$ cat src/rtl/div_shift_seq.sv
// div_shift_seq: sequential restoring shift-subtract divider, one quotient
// bit per clock. Takes a valid/ready operand pair, iterates DW times, then
// presents a registered result with a one-cycle O_VALID pulse. Signed mode
// divides magnitudes and fixes the signs at the end (truncation toward zero,
// remainder follows the dividend). Divide-by-zero and the signed
// most-negative / -1 case are flagged and forced to fixed result values.
module div_shift_seq #(
    parameter int DW = 32,
    parameter int CW = 6
) (
    input  logic          I_CLK,
    input  logic          I_RST,
    input  logic          I_VALID,
    input  logic          I_SIGNED,
    input  logic [DW-1:0] I_DIVIDEND,
    input  logic [DW-1:0] I_DIVISOR,
    output logic          O_READY,
    output logic          O_VALID,
    output logic [DW-1:0] O_QUOT,
    output logic [DW-1:0] O_REM,
    output logic          O_DIV0,
    output logic          O_OVF
);

    typedef enum logic [1:0] {
        ST_IDLE = 2'd0,
        ST_CALC = 2'd1,
        ST_DONE = 2'd2
    } state_t;

    localparam logic [DW-1:0] MOST_NEG = {1'b1, {(DW-1){1'b0}}};
    localparam logic [CW-1:0] LAST_CNT = CW'(DW - 1);

    state_t state;
    state_t state_next;

    // Working registers. The partial remainder and partial quotient only
    // need DW-1 bits between iterations: after iteration i the remainder is
    // below 2^(i+1), so its top bit is always zero until the final step,
    // and the final step feeds the output registers directly.
    logic [CW-1:0] count;
    logic [DW-1:0] dvd_sh;       // dividend magnitude, consumed MSB first
    logic [DW-1:0] dvs_mag;      // divisor magnitude
    logic [DW-1:0] dvd_raw;      // untouched dividend, returned on divide-by-zero
    logic [DW-2:0] rem_q;        // partial remainder
    logic [DW-2:0] quot_q;       // quotient bits collected so far
    logic          neg_quot;     // operand signs differ (signed mode)
    logic          neg_rem;      // dividend negative (signed mode)
    logic          div0_flag;
    logic          ovf_flag;

    // Handshake and sequencing decodes.
    logic accept;
    logic last_iter;

    // Operand preparation at accept.
    logic          dvd_neg_in;
    logic          dvs_neg_in;
    logic [DW-1:0] dvd_mag_in;
    logic [DW-1:0] dvs_mag_in;

    // One restoring step.
    logic [DW-1:0] shifted;
    logic [DW:0]   trial;
    logic          q_bit;
    logic [DW-1:0] rem_step;
    logic [DW-1:0] quot_step;

    // Final result after sign correction and special-case override.
    logic [DW-1:0] quot_signed;
    logic [DW-1:0] rem_signed;
    logic [DW-1:0] quot_final;
    logic [DW-1:0] rem_final;

    assign accept    = (state == ST_IDLE) && I_VALID;
    assign last_iter = (state == ST_CALC) && (count == LAST_CNT);

    assign O_READY = (state == ST_IDLE);
    assign O_VALID = (state == ST_DONE);

    assign dvd_neg_in = I_SIGNED & I_DIVIDEND[DW-1];
    assign dvs_neg_in = I_SIGNED & I_DIVISOR[DW-1];
    assign dvd_mag_in = dvd_neg_in ? (~I_DIVIDEND + 1'b1) : I_DIVIDEND;
    assign dvs_mag_in = dvs_neg_in ? (~I_DIVISOR + 1'b1) : I_DIVISOR;

    assign shifted   = {rem_q, dvd_sh[DW-1]};
    assign trial     = {1'b0, shifted} - {1'b0, dvs_mag};
    assign q_bit     = ~trial[DW];
    assign rem_step  = q_bit ? trial[DW-1:0] : shifted;
    assign quot_step = {quot_q, q_bit};

    assign quot_signed = neg_quot ? (~quot_step + 1'b1) : quot_step;
    assign rem_signed  = neg_rem  ? (~rem_step + 1'b1)  : rem_step;

    // Special cases take priority over whatever the datapath produced.
    always_comb begin
        // NOTE: every always_comb output is given a default first so no path
        // leaves it unassigned, which would otherwise infer a latch.
        quot_final = quot_signed;
        rem_final  = rem_signed;
        if (div0_flag) begin
            quot_final = '1;
            rem_final  = dvd_raw;
        end else if (ovf_flag) begin
            quot_final = MOST_NEG;
            rem_final  = '0;
        end
    end

    // State register.
    always_ff @(posedge I_CLK) begin
        // NOTE: clocked state uses non-blocking assignments so every register
        // samples pre-edge values regardless of statement order.
        if (I_RST) begin
            state <= ST_IDLE;
        end else begin
            state <= state_next;
        end
    end

    // Next-state logic: IDLE -> CALC on accept, CALC -> DONE after DW steps,
    // DONE -> IDLE after one cycle.
    always_comb begin
        state_next = state;
        unique case (state)
            ST_IDLE: if (accept)    state_next = ST_CALC;
            ST_CALC: if (last_iter) state_next = ST_DONE;
            ST_DONE:                state_next = ST_IDLE;
            default:                state_next = ST_IDLE;
        endcase
    end

    // Working registers: load at accept, one restoring step per CALC edge.
    always_ff @(posedge I_CLK) begin
        if (I_RST) begin
            count     <= '0;
            dvd_sh    <= '0;
            dvs_mag   <= '0;
            dvd_raw   <= '0;
            rem_q     <= '0;
            quot_q    <= '0;
            neg_quot  <= 1'b0;
            neg_rem   <= 1'b0;
            div0_flag <= 1'b0;
            ovf_flag  <= 1'b0;
        end else if (accept) begin
            count     <= '0;
            dvd_sh    <= dvd_mag_in;
            dvs_mag   <= dvs_mag_in;
            dvd_raw   <= I_DIVIDEND;
            rem_q     <= '0;
            quot_q    <= '0;
            neg_quot  <= dvd_neg_in ^ dvs_neg_in;
            neg_rem   <= dvd_neg_in;
            div0_flag <= (I_DIVISOR == '0);
            ovf_flag  <= I_SIGNED && (I_DIVIDEND == MOST_NEG) && (I_DIVISOR == '1);
        end else if (state == ST_CALC) begin
            count  <= count + 1'b1;
            dvd_sh <= {dvd_sh[DW-2:0], 1'b0};
            rem_q  <= rem_step[DW-2:0];
            quot_q <= quot_step[DW-2:0];
        end
    end

    // Result registers: written only on the final CALC edge, held otherwise.
    always_ff @(posedge I_CLK) begin
        if (I_RST) begin
            O_QUOT <= '0;
            O_REM  <= '0;
            O_DIV0 <= 1'b0;
            O_OVF  <= 1'b0;
        end else if (last_iter) begin
            O_QUOT <= quot_final;
            O_REM  <= rem_final;
            O_DIV0 <= div0_flag;
            O_OVF  <= ovf_flag & ~div0_flag;
        end
    end

endmodule

$ cat config.mk
export PLATFORM = sky130hd
export DESIGN_NAME = div_shift_seq
export DESIGN_NICKNAME = d
export VERILOG_FILES = /design/src/rtl/div_shift_seq.sv
export SDC_FILE = /design/constraint.sdc
export NUM_CORES = 1
export LEC_CHECK = 0
export ABC_CLOCK_PERIOD_IN_PS = 14000
export BUFFER_PORTS_ARGS = -buffer_cell sky130_fd_sc_hd__buf_2
export CORE_ASPECT_RATIO = 2
export CORE_UTILIZATION = 45
export CTS_CLUSTER_SIZE = 24
export DETAILED_ROUTE_END_ITERATION = 8
export HOLD_SLACK_MARGIN = 0.03
export PLACE_DENSITY = 0.7
export SLEW_MARGIN = 0
export SYNTH_ARGS = -nofsm -noshare
export SYNTH_HDL_FRONTEND = slang
export SYNTH_SLANG_ARGS = --single-unit
export TNS_END_PERCENT = 5
$ cat constraint.sdc
create_clock -name I_CLK -period 14 [get_ports I_CLK]
set_input_delay 2.8 -clock I_CLK [delete_from_list [all_inputs] [get_ports I_CLK]]
set_output_delay 2.8 -clock I_CLK [all_outputs]
set_load 0.02 [all_outputs]
==> impl_metrics.json <==
{
  "vias": 14580,
  "syn-num-nets": 2088,
  "antenna_found_initial": 0,
  "fmax_ghz": 0.1820,
  "synthAdderAreaFrac": 0.03395,
  "synth_cells": 1981,
  "synth_cell_types": 81,
  "ys_warn_count": 0,
  "netlist_top_cells_area": "dfxtp_1 (32%), nand2_1 (8.3%), nor2_1 (6.6%)",
  "worstSetupEndpointType": "register",
  "grt_max_degree": 99,
  "muxShareOfSynthArea": 0.01800,
  "synth_ff_type": "dfxtp_1",
  "synth_edf_count": 0,
  "root_buffer": "clkbuf_16",
  "syn_area_per_cell_sq_um": 7.367,
  "yosys.area_share.simple": 0.2477,
  "clkTransAtPathRegs_ns": 0.07,
  "critPathArrivalTime_ns": 5.90,
  "power_density_nw_per_um2": 123.9,
  "final_nets": 2123,
  "vdd_drop_max_mv": 0.08664,
  "clk-insertion-delay-late_ns": 0.53,
  "finClkSkew_ns": 0.01634,
  "r2r_end": "O_REM[26]$_SDFFE_PP0P_",
  "hold_ws_ns": 0.4521,
  "syn_area_sq_um": 14590,
  "cts_tree": "done",
  "fillers": 3218,
  "timing.rr.start": "dvd_sh[31]$_SDFFE_PP0P_",
  "ff2ff_path_depth": 21,
  "finalCriticalPeriod_ns": 5.494,
  "ys_top_cells_by_count": "nand2_1 (322), nor2_1 (257), dfxtp_1 (236)",
  "clockBufferDepth": 3,
  "path_class": "register to register",
  "status": "completed",
  "cp.required_ns": 14.40,
  "dp.cells": 2419,
  "synth_top_area_cell": "dfxtp_1",
  "netlist.area_leader.share": 0.3237,
  "async_flop_share": 0,
  "slowest_delay_ns": 0.52,
  "hold_path.class": "register to register",
  "yosysMostFrequentCell": "nand2_1",
  "gp_congestion": 0.9400,
  "cp_slowest_cell": "or4_1",
  "cts_resized": 0,
  "power_leakage_uw": 0.006295,
  "ant_nets": 0,
  "die-area_sq_um": 33200,
  "drive_above_1_share": 0.1093,
  "cap_violations": 0,
  "die_w_um": 129.3,
  "fin_cells": 2460,
  "min_to": "dvd_raw[21]$_SDFFE_PP0P_",
  "rsz0062_at_grt": "false",
  "hp-start": "dvd_raw[21]$_SDFFE_PP0P_",
  "synth_compound_area_frac": 0.2463,
  "seqCellArea_sq_um": 4726,
  "worstMarginPinSlew_ns": 1.205,
  "synth_top_family_by_area": "simple AND/OR/NAND/NOR gates",
  "path_max_fanout": 22,
  "multiInputGateArea_sq_um": 9065,
  "grt_usage": 0.3000,
  "vias_per_cell": 5.928,
  "routed_wl_mm": 49.43,
  "io_buffer_count": 135,
  "io_pins": 136,
  "synth_xor_area_frac": 0.07322,
  "r2r_setup_slack_ns": 8.51,
  "yosysSeqAreaShare": 0.3237,
  "setup_tns_ns": 0,
  "core_sq_um": 32120,
  "cp_num_buf_inv": 3,
  "syn2layout_area_growth_pct": 10.81,
  "hold_violations": 0,
  "relSlewSlack": 0.1934,
  "period_share": 0.3925,
  "setup_viol": 0,
  "start_util": 0.4544,
  "cp_top_family": "compound AO/OA/AOI/OAI gates",
  "cts_setup_buffers": 0,
  "finalMaxSlewViolations": 0,
  "cts_buffers": 22,
  "die_h_um": 256.7,
  "synth-seq-cells": 236,
  "cts_hold_buf": 0,
  "routedWlPerCell_um": 20.09,
  "hpwl_mm": 36.60,
  "drt_pass1_iterations": 5,
  "clock_sinks": 236,
  "worst_hold_path.num_cells": 2,
  "drc": 0,
  "path_cells": "inv_1 -> ha_1 -> fa_1 -> nand2b_1 -> a21oi_2 -> o21ai_1 -> a31oi_2 -> buf_4 -> a21o_2 -> nand2_1 -> o21ai_0 -> ha_1 -> nand2_1 -> inv_1 -> o221ai_1 -> nor4_1 -> mux2_2 -> nand3_1 -> nor3_1 -> a31oi_1 -> or4_1",
  "grt_pass1_wl_mm": 76.92,
  "start_kind": "register",
  "rows": 93,
  "drt_iter0_markers": 932,
  "grt_pass1_vias": 14180,
  "htree_levels": 1,
  "grt.overflow.total": 0
}
==> worst max path at each step <==
stage	cells after the start	slack [ns]	start	endpoint
after floorplan	10	8.68	I_DIVIDEND[2]	dvd_sh[30]$_SDFFE_PP0P_
after global routing	21	8.12	dvd_sh[31]$_SDFFE_PP0P_	O_REM[26]$_SDFFE_PP0P_
final	21	8.51	dvd_sh[31]$_SDFFE_PP0P_	O_REM[26]$_SDFFE_PP0P_
after CTS	21	8.59	dvd_sh[31]$_SDFFE_PP0P_	O_REM[26]$_SDFFE_PP0P_
after global placement	11	8.27	I_DIVIDEND[2]	dvd_sh[30]$_SDFFE_PP0P_
after detailed placement	11	8.21	I_DIVIDEND[2]	dvd_sh[29]$_SDFFE_PP0P_
==> tightest hold or removal path, stage by stage, from the launching register on <==
cell and delay [ns]:
dfxtp_1 0.31, nand2_1 0.05, a21oi_1 0.05
==> report_power, final <==
group / switching [uW] / total [uW] / internal (uW) / leakage [uW]
Clock: 277 / 653 / 376 / 0.000388
Sequential: 24.1 / 725 / 701 / 0.00192
Combinational: 419 / 625 / 207 / 0.00398
==> layout by cell type, fill, tap and decap left out, types with 5 or more instances in the layout <==
master	count
and2_1	11
a311oi_1	40
or4_1	12
dfxtp_1	235
xnor2_1	60
a21oi_2	5
nand3_1	42
inv_1	68
o21ai_0	66
clkbuf_16	23
nor2b_1	5
buf_2	134
xor2_1	62
nor3_1	49
buf_4	16
mux2i_1	24
o41ai_1	9
a21boi_0	5
nand2_1	321
nand4_1	24
o31ai_1	31
a21o_1	9
a221oi_1	13
o311ai_0	5
nand2b_1	10
a31oi_1	19
or3_1	21
a211oi_1	74
o21ai_1	5
clkbuf_8	7
o22ai_1	30
o211ai_1	5
and3_1	15
nor3b_1	10
nor2_1	257
o21a_1	13
ha_1	38
a41oi_1	5
a21oi_1	157
nor4_1	15
==> layout make-up <==
type | instances | area share
Antenna cell | 1 | 0.0001547
Clock buffer | 31 | 0.04178
Clock inverter | 9 | 0.006963
Inverter | 70 | 0.01640
Multi-Input combinational cell | 1536 | 0.5605
Sequential cell | 236 | 0.2922
Tap cell | 427 | 0.03304
Timing Repair Buffer | 150 | 0.04890
==> state kept, by name, summed over array words and instances (netlist names) <==
signal and cells:
neg_quot 1, state 2, div0_flag 1, neg_rem 1, dvs_mag 32, rem_q 31, ovf_flag 1, O_OVF 1
quot_q 31, dvd_sh 32, count 6, O_QUOT 32, O_DIV0 1, dvd_raw 32, O_REM 32
==> per-layer routing <==
| metal | vias up | share of wire | global-route usage |
|---|---|---|---|
| met5 | - | 0 | 0 |
| met3 | 159 | 0.035 | 0.03004 |
| met1 | 6897 | 0.35 | 0.2963 |
| li1 | 7113 | - | - |
| met2 | 413 | 0.53 | 0.5591 |
| met4 | 0 | 0.086 | 0.2284 |
==> stage by stage <==
stage	setup slack, ns	total power [uW]	cell area (sq um)	util
2_1_floorplan	8.676	1184	14590	-
3_3_place_gp	8.269	1346	15380	0.4789
3_5_place_dp	8.215	1352	15380	0.4789
4_1_cts	8.587	2004	16170	0.5035
5_1_grt	8.121	2096	16170	0.5035
6_report	8.506	2004	16170	0.5035
==> logic make-up after synthesis <==
family | Yosys count
compound gates | 533
simple gates | 816
mux | 26
fa+ha+maj | 39
buf+inv | 209
flops | 236
xor+xnor | 122
Power figures use the tool's default switching activity.
